File: src/rtl/mem_access_unit_pkg.sv
// Shared encodings for the memory-stage bus bridge: access sizes, fault codes, FSM states.
package mem_access_unit_pkg;

  localparam logic [2:0] dm_word  = 3'b000;
  localparam logic [2:0] dm_half  = 3'b001;
  localparam logic [2:0] dm_halfu = 3'b010;
  localparam logic [2:0] dm_byte  = 3'b011;
  localparam logic [2:0] dm_byteu = 3'b100;

  localparam logic [1:0] maf_ok         = 2'b00;
  localparam logic [1:0] maf_misaligned = 2'b01;
  localparam logic [1:0] maf_bus_err    = 2'b10;
  localparam logic [1:0] maf_timeout    = 2'b11;

  typedef enum logic [1:0] {st_idle, st_req, st_mis, st_resp} state_t;

  // Unused codes fall back to a full-word access.
  function automatic logic [2:0] norm_dmtype(input logic [2:0] dm);
    if (dm > dm_byteu) return dm_word;
    return dm;
  endfunction

endpackage

File: src/rtl/mem_access_unit_if.sv
// Word-wide data bus between the bridge (master) and RAM / MMIO (slave).
// Handshake: bus_req is held with stable addr/we/wstrb/wdata until the slave
// returns bus_ack or bus_err for one cycle; bus_err wins if both are set.
interface mem_access_unit_if;
  logic        bus_req;
  logic        bus_we;
  logic [31:0] bus_addr;
  logic [3:0]  bus_wstrb;
  logic [31:0] bus_wdata;
  logic [31:0] bus_rdata;
  logic        bus_ack;
  logic        bus_err;

  modport master (
    output bus_req, bus_we, bus_addr, bus_wstrb, bus_wdata,
    input  bus_rdata, bus_ack, bus_err
  );

  modport slave (
    input  bus_req, bus_we, bus_addr, bus_wstrb, bus_wdata,
    output bus_rdata, bus_ack, bus_err
  );
endinterface

File: src/rtl/mem_access_unit_lane_align.sv
// Byte-lane steering for stores, lane extraction plus sign/zero extension for
// loads, and misalignment detection. Purely combinational.
module mem_lane_align
  import mem_access_unit_pkg::*;
(
  input  logic [1:0]  addr,
  input  logic [2:0]  dmtype,
  input  logic [31:0] wdata,
  input  logic [31:0] rdata,
  output logic [3:0]  wstrb,
  output logic [31:0] wlanes,
  output logic [31:0] rdata_ext,
  output logic        misaligned
);
  logic [2:0]  dm;
  logic [7:0]  byte_sel;
  logic [15:0] half_sel;

  assign dm = norm_dmtype(dmtype);

  always_comb begin
    byte_sel = rdata[7:0];
    case (addr)
      2'd1:    byte_sel = rdata[15:8];
      2'd2:    byte_sel = rdata[23:16];
      2'd3:    byte_sel = rdata[31:24];
      default: byte_sel = rdata[7:0];
    endcase
    half_sel = addr[1] ? rdata[31:16] : rdata[15:0];
  end

  always_comb begin
    wstrb      = 4'b1111;
    wlanes     = wdata;
    rdata_ext  = rdata;
    misaligned = (addr != 2'b00);
    case (dm)
      dm_byte, dm_byteu: begin
        wstrb      = 4'b0001 << addr;
        wlanes     = {4{wdata[7:0]}};
        rdata_ext  = (dm == dm_byte) ? {{24{byte_sel[7]}}, byte_sel} : {24'h0, byte_sel};
        misaligned = 1'b0;
      end
      dm_half, dm_halfu: begin
        wstrb      = 4'b0011 << {addr[1], 1'b0};
        wlanes     = {2{wdata[15:0]}};
        rdata_ext  = (dm == dm_half) ? {{16{half_sel[15]}}, half_sel} : {16'h0, half_sel};
        misaligned = addr[0];
      end
      default: ;
    endcase
  end
endmodule

File: src/rtl/mem_access_unit.sv
// Memory-stage bridge: captures a core load/store, runs one bus transaction
// with timeout, and returns a one-cycle cpu_ready pulse with data and fault code.
module mem_access_unit
  import mem_access_unit_pkg::*;
#(
  parameter int          TIMEOUT   = 16,
  parameter logic [31:0] ERR_RDATA = 32'h0
) (
  input  logic               clk,
  input  logic               rst,
  input  logic [31:0]        cpu_addr,
  input  logic [31:0]        cpu_wdata,
  input  logic               cpu_we,
  input  logic               cpu_re,
  input  logic [2:0]         cpu_dmtype,
  output logic [31:0]        cpu_rdata,
  output logic               cpu_ready,
  output logic               cpu_stall,
  output logic [1:0]         cpu_fault,
  output state_t             dbg_state,
  mem_access_unit_if.master  bus
);
  localparam int cw = $clog2(TIMEOUT);
  localparam logic [cw-1:0] cnt_last = cw'(TIMEOUT - 1);

  state_t        state, state_n;
  logic [31:0]   addr_q, wdata_q, rdata_q;
  logic          we_q;
  logic [2:0]    dm_q;
  logic [1:0]    fault_q;
  logic [cw-1:0] cnt;

  logic          idle, in_req;
  logic [1:0]    al_addr;
  logic [2:0]    al_dm;
  logic [3:0]    al_wstrb;
  logic [31:0]   al_wlanes, al_rdata;
  logic          al_mis;

  assign idle   = (state == st_idle);
  assign in_req = (state == st_req);

  // In IDLE the aligner judges the incoming request; afterwards it serves the latched one.
  assign al_addr = idle ? cpu_addr[1:0] : addr_q[1:0];
  assign al_dm   = idle ? cpu_dmtype    : dm_q;

  mem_lane_align u_align (
    .addr       (al_addr),
    .dmtype     (al_dm),
    .wdata      (wdata_q),
    .rdata      (bus.bus_rdata),
    .wstrb      (al_wstrb),
    .wlanes     (al_wlanes),
    .rdata_ext  (al_rdata),
    .misaligned (al_mis)
  );

  always_ff @(posedge clk or posedge rst) begin
    if (rst) state <= st_idle;
    else     state <= state_n;
  end

  always_comb begin
    state_n = state;
    case (state)
      st_idle: if (cpu_we || cpu_re) state_n = al_mis ? st_mis : st_req;
      st_req:  if (bus.bus_err || bus.bus_ack || cnt == cnt_last) state_n = st_resp;
      st_mis:  state_n = st_resp;
      st_resp: state_n = st_idle;
      default: state_n = st_idle;
    endcase
  end

  always_ff @(posedge clk or posedge rst) begin
    if (rst) begin
      addr_q  <= '0;
      wdata_q <= '0;
      we_q    <= 1'b0;
      dm_q    <= '0;
      cnt     <= '0;
      rdata_q <= '0;
      fault_q <= maf_ok;
    end else begin
      case (state)
        st_idle: if (cpu_we || cpu_re) begin
          addr_q  <= cpu_addr;
          wdata_q <= cpu_wdata;
          we_q    <= cpu_we;
          dm_q    <= cpu_dmtype;
          cnt     <= '0;
        end
        st_req: begin
          if (bus.bus_err) begin
            fault_q <= maf_bus_err;
            rdata_q <= ERR_RDATA;
          end else if (bus.bus_ack) begin
            fault_q <= maf_ok;
            rdata_q <= al_rdata;
          end else if (cnt == cnt_last) begin
            fault_q <= maf_timeout;
            rdata_q <= ERR_RDATA;
          end
          if (cnt != cnt_last) cnt <= cnt + 1'b1;
        end
        st_mis: begin
          fault_q <= maf_misaligned;
          rdata_q <= ERR_RDATA;
        end
        default: ;
      endcase
    end
  end

  assign cpu_ready = (state == st_resp);
  assign cpu_fault = cpu_ready ? fault_q : maf_ok;
  assign cpu_rdata = rdata_q;
  assign cpu_stall = (cpu_we || cpu_re) && !cpu_ready;
  assign dbg_state = state;

  // Bus outputs are quiet outside REQ so reset and idle present an all-zero bus.
  assign bus.bus_req   = in_req;
  assign bus.bus_we    = in_req && we_q;
  assign bus.bus_addr  = in_req ? {addr_q[31:2], 2'b00} : 32'h0;
  assign bus.bus_wstrb = (in_req && we_q) ? al_wstrb : 4'b0000;
  assign bus.bus_wdata = in_req ? al_wlanes : 32'h0;
endmodule
File: src/flat_wrapper.sv
// flat-port wrapper written by rule: the top's interface ports become plain ports
module mem_access_unit_flat import mem_access_unit_pkg::*;
#(
  parameter int          TIMEOUT   = 16,
  parameter logic [31:0] ERR_RDATA = 32'h0
)
  (clk, rst, cpu_addr, cpu_wdata, cpu_we, cpu_re, cpu_dmtype, cpu_rdata, cpu_ready, cpu_stall, cpu_fault, dbg_state, bus_bus_req, bus_bus_we, bus_bus_addr, bus_bus_wstrb, bus_bus_wdata, bus_bus_rdata, bus_bus_ack, bus_bus_err);
  mem_access_unit_if bus_i ();
  input  logic clk;
  input  logic rst;
  input  logic [31:0] cpu_addr;
  input  logic [31:0] cpu_wdata;
  input  logic cpu_we;
  input  logic cpu_re;
  input  logic [2:0] cpu_dmtype;
  output logic [31:0] cpu_rdata;
  output logic cpu_ready;
  output logic cpu_stall;
  output logic [1:0] cpu_fault;
  output state_t dbg_state;
  output wire logic [$bits(bus_i.bus_req)-1:0] bus_bus_req;
  output wire logic [$bits(bus_i.bus_we)-1:0] bus_bus_we;
  output wire logic [$bits(bus_i.bus_addr)-1:0] bus_bus_addr;
  output wire logic [$bits(bus_i.bus_wstrb)-1:0] bus_bus_wstrb;
  output wire logic [$bits(bus_i.bus_wdata)-1:0] bus_bus_wdata;
  input wire logic [$bits(bus_i.bus_rdata)-1:0] bus_bus_rdata;
  input wire logic [$bits(bus_i.bus_ack)-1:0] bus_bus_ack;
  input wire logic [$bits(bus_i.bus_err)-1:0] bus_bus_err;
  assign bus_bus_req = bus_i.bus_req;
  assign bus_bus_we = bus_i.bus_we;
  assign bus_bus_addr = bus_i.bus_addr;
  assign bus_bus_wstrb = bus_i.bus_wstrb;
  assign bus_bus_wdata = bus_i.bus_wdata;
  assign bus_i.bus_rdata = bus_bus_rdata;
  assign bus_i.bus_ack = bus_bus_ack;
  assign bus_i.bus_err = bus_bus_err;
  mem_access_unit #(.TIMEOUT(TIMEOUT), .ERR_RDATA(ERR_RDATA)) u_core (.clk(clk), .rst(rst), .cpu_addr(cpu_addr), .cpu_wdata(cpu_wdata), .cpu_we(cpu_we), .cpu_re(cpu_re), .cpu_dmtype(cpu_dmtype), .cpu_rdata(cpu_rdata), .cpu_ready(cpu_ready), .cpu_stall(cpu_stall), .cpu_fault(cpu_fault), .dbg_state(dbg_state), .bus(bus_i));
endmodule
File: config.mk
export PLATFORM = sky130hd
export DESIGN_NAME = mem_access_unit_flat
export DESIGN_NICKNAME = d
export VERILOG_FILES = /design/src/rtl/mem_access_unit_pkg.sv /design/src/rtl/mem_access_unit_if.sv /design/src/rtl/mem_access_unit_lane_align.sv /design/src/rtl/mem_access_unit.sv /design/src/flat_wrapper.sv
export SDC_FILE = /design/constraint.sdc
export NUM_CORES = 1
export LEC_CHECK = 0
export BUFFER_PORTS_ARGS = -buffer_cell sky130_fd_sc_hd__buf_2
export CORE_MARGIN = 5
export CORE_UTILIZATION = 45
export CTS_CLUSTER_DIAMETER = 80
export CTS_CLUSTER_SIZE = 8
export DETAILED_ROUTE_END_ITERATION = 12
export PLACE_DENSITY = 0.75
export SLEW_MARGIN = 5
export SYNTH_ARGS = -nofsm -noshare
export SYNTH_HDL_FRONTEND = slang
export SYNTH_SLANG_ARGS = --single-unit
File: constraint.sdc
create_clock -name clk -period 7.7 [get_ports clk]
set_input_delay 0.385 -clock clk [delete_from_list [all_inputs] [get_ports clk]]
set_output_delay 0.385 -clock clk [all_outputs]
set_load 0.03 [all_outputs]
Word level (Yosys, flattened, before mapping)

Index checks and enable logic that the tools add are counted.

Memory bits (writable): 0
Bits in latches: 0
Memories kept: 0
Register bits: 108
Memory bits (read-only): 0
Input bits: 105
Output and inout bits: 108
Word-level logic and storage cells: 76

Bitwise logic cells: 0
Eq/ne operators: 16
Reductions and logical operators: 16
Div/mod/pow operators: 0
$lt $le $gt $ge: 1
Mux-type cells: 32
Multiply operators: 0
Shift-type cells: 2
Add/sub/neg operators: 1

Operators with widths:

| operator            | count |
|---|---|
| $mux 32             | 7 |
| $pmux 32 s2         | 3 |
| $pmux 8 s3          | 1 |
| $mux 16             | 1 |
| $mux 2              | 8 |
| $pmux 4 s2          | 2 |
| $mux 4              | 3 |
| $mux 3              | 3 |
| $eq 2x2->1 const B  | 4 |
| $ne 4x4->1 const B  | 2 |
| $pmux 2 s4          | 1 |
| $eq 3x2->1 const B  | 2 |
| $ne 2x2->1 const B  | 3 |
| $reduce_and 2->1    | 3 |
| $reduce_bool 2->1   | 3 |
| $add 4x1->4 const B | 1 |
| $eq 2x1->1 const B  | 2 |
| $eq 4x4->1 const B  | 1 |
| $pmux 2 s2          | 1 |
| $reduce_or 2->1     | 2 |
| $shl 1x2->4 const A | 1 |
| $shl 2x2->4 const A | 1 |
| $eq 3x1->1 const B  | 1 |
| $eq 3x3->1 const B  | 1 |
| other kinds (8)     | 11 |

Logic depth before layout (Yosys ltp)

Word-level depth: 11
Gate-level depth with buffers: 11
Depth with buffers taken out: 7

Cells and area by module

Synthesis repeated with hierarchy kept, for this count alone.

Cell total of the unflattened synthesis: 617
Area total of the unflattened synthesis: 6,525.0 um2

By module, submodules not included:

| module          | times used | cells an instance | area each (um2) | sequential area each (um2) |
|---|---|---|---|---|
| mem_access_unit | 1          | 361               | 4,738.3         | 2,702.6 |
| mem_lane_align  | 1          | 256               | 1,786.7         | 0.0 |

Least setup slack after synthesis

OpenSTA, ideal clock, no wires.

Path type: reg-to-output
Start: register u_core.state[0], in the netlist u_core.dbg_state[0]
End: output bus_bus_wdata[16]
Cell stages (with the launch flop): 11
Data arrival time: 2.778 ns
Slack: 4.537 ns
Required time: 7.315 ns
Buffers on the path: 4
Cell sequence: dfrtp_1 > inv_1 > ha_1 > buf_6 > buf_8 > buf_12 > o32ai_4 > a221o_1 > buf_2 > nand2_1 > a21boi_0

Longest elaborated chain between the ends: 9
Elaborated cells between the ends (all ways): 14
Those cells by class: order compare: 1; eq/ne: 5; mux: 5; reduce/logical: 3

RTL lines:

| element                                  | RTL line                         | source |
|---|---|---|
| start, declared                          | mem_access_unit.sv:26            | `state_t state, state_n;` |
| start signal, assigned                   | mem_access_unit.sv:59            | `if (rst) state <= st_idle;` |
| start signal, assigned                   | mem_access_unit.sv:60            | `else state <= state_n;` |
| $logic_not 2->1                          | mem_access_unit.sv:40            | `assign idle = (state == st_idle);` |
| $mux 3                                   | mem_access_unit.sv:45            | `assign al_dm = idle ? cpu_dmtype : dm_q;` |
| $gt 3x3->1                               | mem_access_unit_pkg.sv:19        | `if (dm > dm_byteu) return dm_word;` |
| $mux 1                                   | mem_access_unit_pkg.sv:19        |  |
| $mux 3                                   | mem_access_unit_pkg.sv:20        | `return dm;` |
| $eq 3x1->1, or another cell as far along | mem_access_unit_lane_align.sv:37 | `case (dm)` |
| $reduce_or 2->1                          | mem_access_unit_lane_align.sv:37 |  |
| $pmux 32 s2                              | mem_access_unit_lane_align.sv:37 |  |
| $mux 32 *                                | mem_access_unit.sv:125           | `assign bus.bus_wdata = in_req ? al_wlanes : 32'h0;` |
| end, declared                            | flat_wrapper.sv:25               | `output wire logic [$bits(bus_i.bus_wdata)-1:0] bus_bus_wdata;` |

Mark *: on every way between the ends. The rest lies on a longest branch, timed or not.

Final worst setup path

Start: register u_core.state[0], in the netlist u_core.dbg_state[0]
End: output bus_bus_wdata[31]

Same word-level chain as after synthesis.

==> results.txt <==
----------------------------------------------------
[Status]
  Outcome ... finished, final reports clean

[Final layout]
  Fraction of final layout cells sized beyond drive strength 1 ... 0.420
  Final net count ... 884
  Most common cell after layout, fill and taps aside ... sky130_fd_sc_hd__buf_2
  Layout-stage area growth over the synthesis result ... 23.8%
  Most frequent cells in the layout ... sky130_fd_sc_hd__buf_2, sky130_fd_sc_hd__dfrtp_1, sky130_fd_sc_hd__nand2_1

[Clock network]
  Hold_buf cts ... 0
  Num Clock Sinks ... 108
  Clock tree from TritonCTS ... yes
  PostCTS Resize Cnt ... 0
  Total clock buffers created by CTS ... 9
  Clk_lat worst skew ... 0.35 ns
  Root buf cell ... sky130_fd_sc_hd__clkbuf_16
  Number of H-tree levels ... 3
  Maximum buffer depth of the clock tree ... 2
  Clock-pin slew reported for the worst setup and hold paths after clock tree synthesis ... 0.07 ns
  Post-CTS Setup Bufs ... 0

[Worst setup path]
  Path type of the worst setup path ... flip-flop to output port
  Number of buffers and inverters on the critical path ... 3
  CP peak stage delay ... 0.68 ns
  Required time of the critical path ... 7.32 ns
  Largest fanout on the critical path ... 34
  Category of the worst setup path launch point ... flip-flop
  Slowest stage cell, crit path ... sky130_fd_sc_hd__and2_1
  CP endpoint kind ... output port
  Critical path data arrival time ... 3.39 ns
  Ordered list of cells on the worst path ... inv_1, ha_1, buf_4, mux2i_1, or3_1, and2_1, o21ai_0, nor2_1, buf_2
  CP top delay family ... simple AND/OR/NAND/NOR gates

[Drt]
  Number of detailed-route iterations in the first pass ... 4
  Number of nets still failing antenna checks after routing ... 0
  Total wire length after detailed routing ... 17.1 mm
  Number of vias per cell after detailed routing ... 5.48
  Number of DRC markers after the initial detailed-route iteration ... 348
  Routed length per placed instance ... 17.9 um
  Number of vias after detailed routing ... 5236
  DRC ... 0

[Pwr]
  VDD IR-drop max ... 218 uV
  Power density cells ... 494 nW/um^2
  Leakage power total ... 3.70 nW

[Timing]
  Final Hold Viols ... 0
  Least setup slack across all paths after layout ... 3.93 ns
  Final Setup Violations ... 0
  Worst Max-Slew Pin Slew ... 1.12 ns
  Final worst-path cycle share ... 0.490
  Max-slew violation count ... 0
  Relative max-transition margin ... 0.248
  Max frequency ... 265 MHz
  Worst clock skew on the final layout ... 0.00620 ns
  Unrepaired setup endpoints after global routing ... false
  Minimum clock period after layout ... 3.77 ns
  Post-route setup TNS ... 0 ns

[Floorplanning]
  Initial Util ... 0.457
  Core area ... 13100 sq um
  Chip height ... 125 um
  I/O pin count ... 213
  Die footprint ... 15700 sq um
  Width of the die ... 125 um
  Number of placement rows ... 42

[Placed design]
  Final RePlAce weighted congestion ... 0.903
  Pre-CTS setup slack ... 4.33 ns
  DP Wirelength ... 12.6 mm
  Number of I/O port buffers ... 210

[Logic synthesis]
  Asr flop ratio synth ... 1.00
  Count of distinct cell types in the synthesized netlist ... 64
  Synthesized area divided by synthesized cell count ... 10.3 sq um
  Number of flops mapped to enable cells by yosys ... 0
  Flop and latch count out of synthesis ... 108
  Share of synthesized area occupied by flip-flops and latches ... 0.450
  Synthesized instance count ... 582
  Leading register cell type out of synthesis ... sky130_fd_sc_hd__dfrtp_1
  Post-synth design cell area ... 6000 sq um
  Ys Warns ... 0

[GRT]
  Number of antenna violations at the first check in global routing ... 1
  Number of global-route vias before repair ... 5339
  Pin count of the biggest net entering global routing ... 72
  Wire length of the first global-routing pass ... 27.7 mm
  Final global-route overflow total ... 0
  Total global routing track utilization ... 0.215

[Run]
  Number of violations of the max-capacitance limit ... 0

[Hold path]
  Worst hold-check path type ... input pin to async pin

----------------------------------------------------
power breakdown:
part	internal, W	switching (W)	total [W]
Sequential	0.000849	0.000200	0.00105
Clock	0.000253	0.000213	0.000466
Combinational	0.000776	0.00138	0.00215
Total	0.00188	0.00179	0.00367
synth_stat cells (8+ instances only):
master | instances | share of area
sky130_fd_sc_hd__nor2_1 | 48 | 0.030
sky130_fd_sc_hd__a21oi_1 | 8 | 0.0067
sky130_fd_sc_hd__o21ai_0 | 28 | 0.023
sky130_fd_sc_hd__inv_1 | 8 | 0.0050
sky130_fd_sc_hd__nand2_1 | 74 | 0.046
sky130_fd_sc_hd__o21ai_1 | 12 | 0.010
sky130_fd_sc_hd__and2_1 | 43 | 0.045
sky130_fd_sc_hd__buf_2 | 16 | 0.013
sky130_fd_sc_hd__dfrtp_1 | 108 | 0.45
sky130_fd_sc_hd__a31oi_1 | 10 | 0.010
sky130_fd_sc_hd__mux2i_1 | 10 | 0.017
sky130_fd_sc_hd__clkbuf_1 | 12 | 0.0075
sky130_fd_sc_hd__mux2_2 | 68 | 0.13
sky130_fd_sc_hd__a21boi_0 | 15 | 0.019
flip-flops by register name, indices dropped and copies added (netlist names):
signal            flops
u_core.cnt            4
u_core.we_q           1
u_core.dm_q           3
u_core.wdata_q       32
u_core.dbg_state      2
u_core.fault_q        2
u_core.addr_q        32
u_core.cpu_rdata     32
per-layer routing:
metal | part of all wire | vias up | wire length (um) | track usage
li1 | - | 2446 | - | -
met1 | 0.41 | 2548 | 7070 | 0.283
met2 | 0.48 | 220 | 8210 | 0.345
met3 | 0.091 | 22 | 1550 | 0.0559
met4 | 0.017 | 0 | 287 | 0.0733
met5 | 0 | - | 0 | 0
layout make-up:
class	count	area, sq um
Sequential cell	108	2700
Fill cell	1152	5710
Inverter	8	32.5
Clock buffer	10	229
Clock inverter	6	63.8
Antenna cell	1	2.50
Timing Repair Buffer	219	1120
Multi-Input combinational cell	428	3060
Tap cell	176	220
logic make-up (layout without fill, tap and decap cells):
logic type,count (synthesis),after routing,share of synthesized area
multiplexers,81,81,0.152
other,1,3,0.000625
AND/OR/NAND/NOR,200,200,0.162
buffers and inverters,47,243,0.0455
flip-flops,108,108,0.450
XOR/XNOR,4,4,0.00584
AO/OA/AOI/OAI,136,136,0.174
adder cells (fa/ha/maj),5,5,0.0104
worst register-to-register path: stages, from the launching register on:
cell and delay, ns:
sky130_fd_sc_hd__dfrtp_1 0.41, sky130_fd_sc_hd__inv_1 0.11, sky130_fd_sc_hd__ha_1 0.15, sky130_fd_sc_hd__buf_4 0.36, sky130_fd_sc_hd__nor4bb_1 0.13, sky130_fd_sc_hd__a41oi_2 0.47, sky130_fd_sc_hd__a311oi_1 0.13, sky130_fd_sc_hd__o31ai_2 0.96
sky130_fd_sc_hd__o21ai_0 0.24
metrics by stage:
stage / instance area [sq um] / util / total power, W / std cells / hold slack [ns]
floorplan: 6000 / - / 0.00267 / 583 / 0.440
global placement: 7130 / 0.543 / 0.00314 / 939 / 0.455
detailed placement: 7130 / 0.543 / 0.00322 / 939 / 0.467
CTS: 7420 / 0.565 / 0.00369 / 955 / 0.132
global route: 7430 / 0.565 / 0.00392 / 956 / 0.160
finish: 7430 / 0.565 / 0.00367 / 956 / 0.112
final timing paths:
path	startpoint	slack [ns]	cells after the start	endpoint
min in group clk	cpu_addr[16]	0.26	2	u_core.addr_q[16]
hold / removal	rst	0.11	2	u_core.cnt[0]
hold reg to reg	u_core.fault_q[1]	0.47	2	u_core.fault_q[1]
max in group asynchronous	rst	6.38	3	u_core.addr_q[5]
setup reg to reg	u_core.dbg_state[0]	4.57	8	u_core.cpu_rdata[29]
setup / recovery	u_core.dbg_state[0]	3.93	9	bus_bus_wdata[31]
No activity file was read; power rests on OpenSTA's default activity.
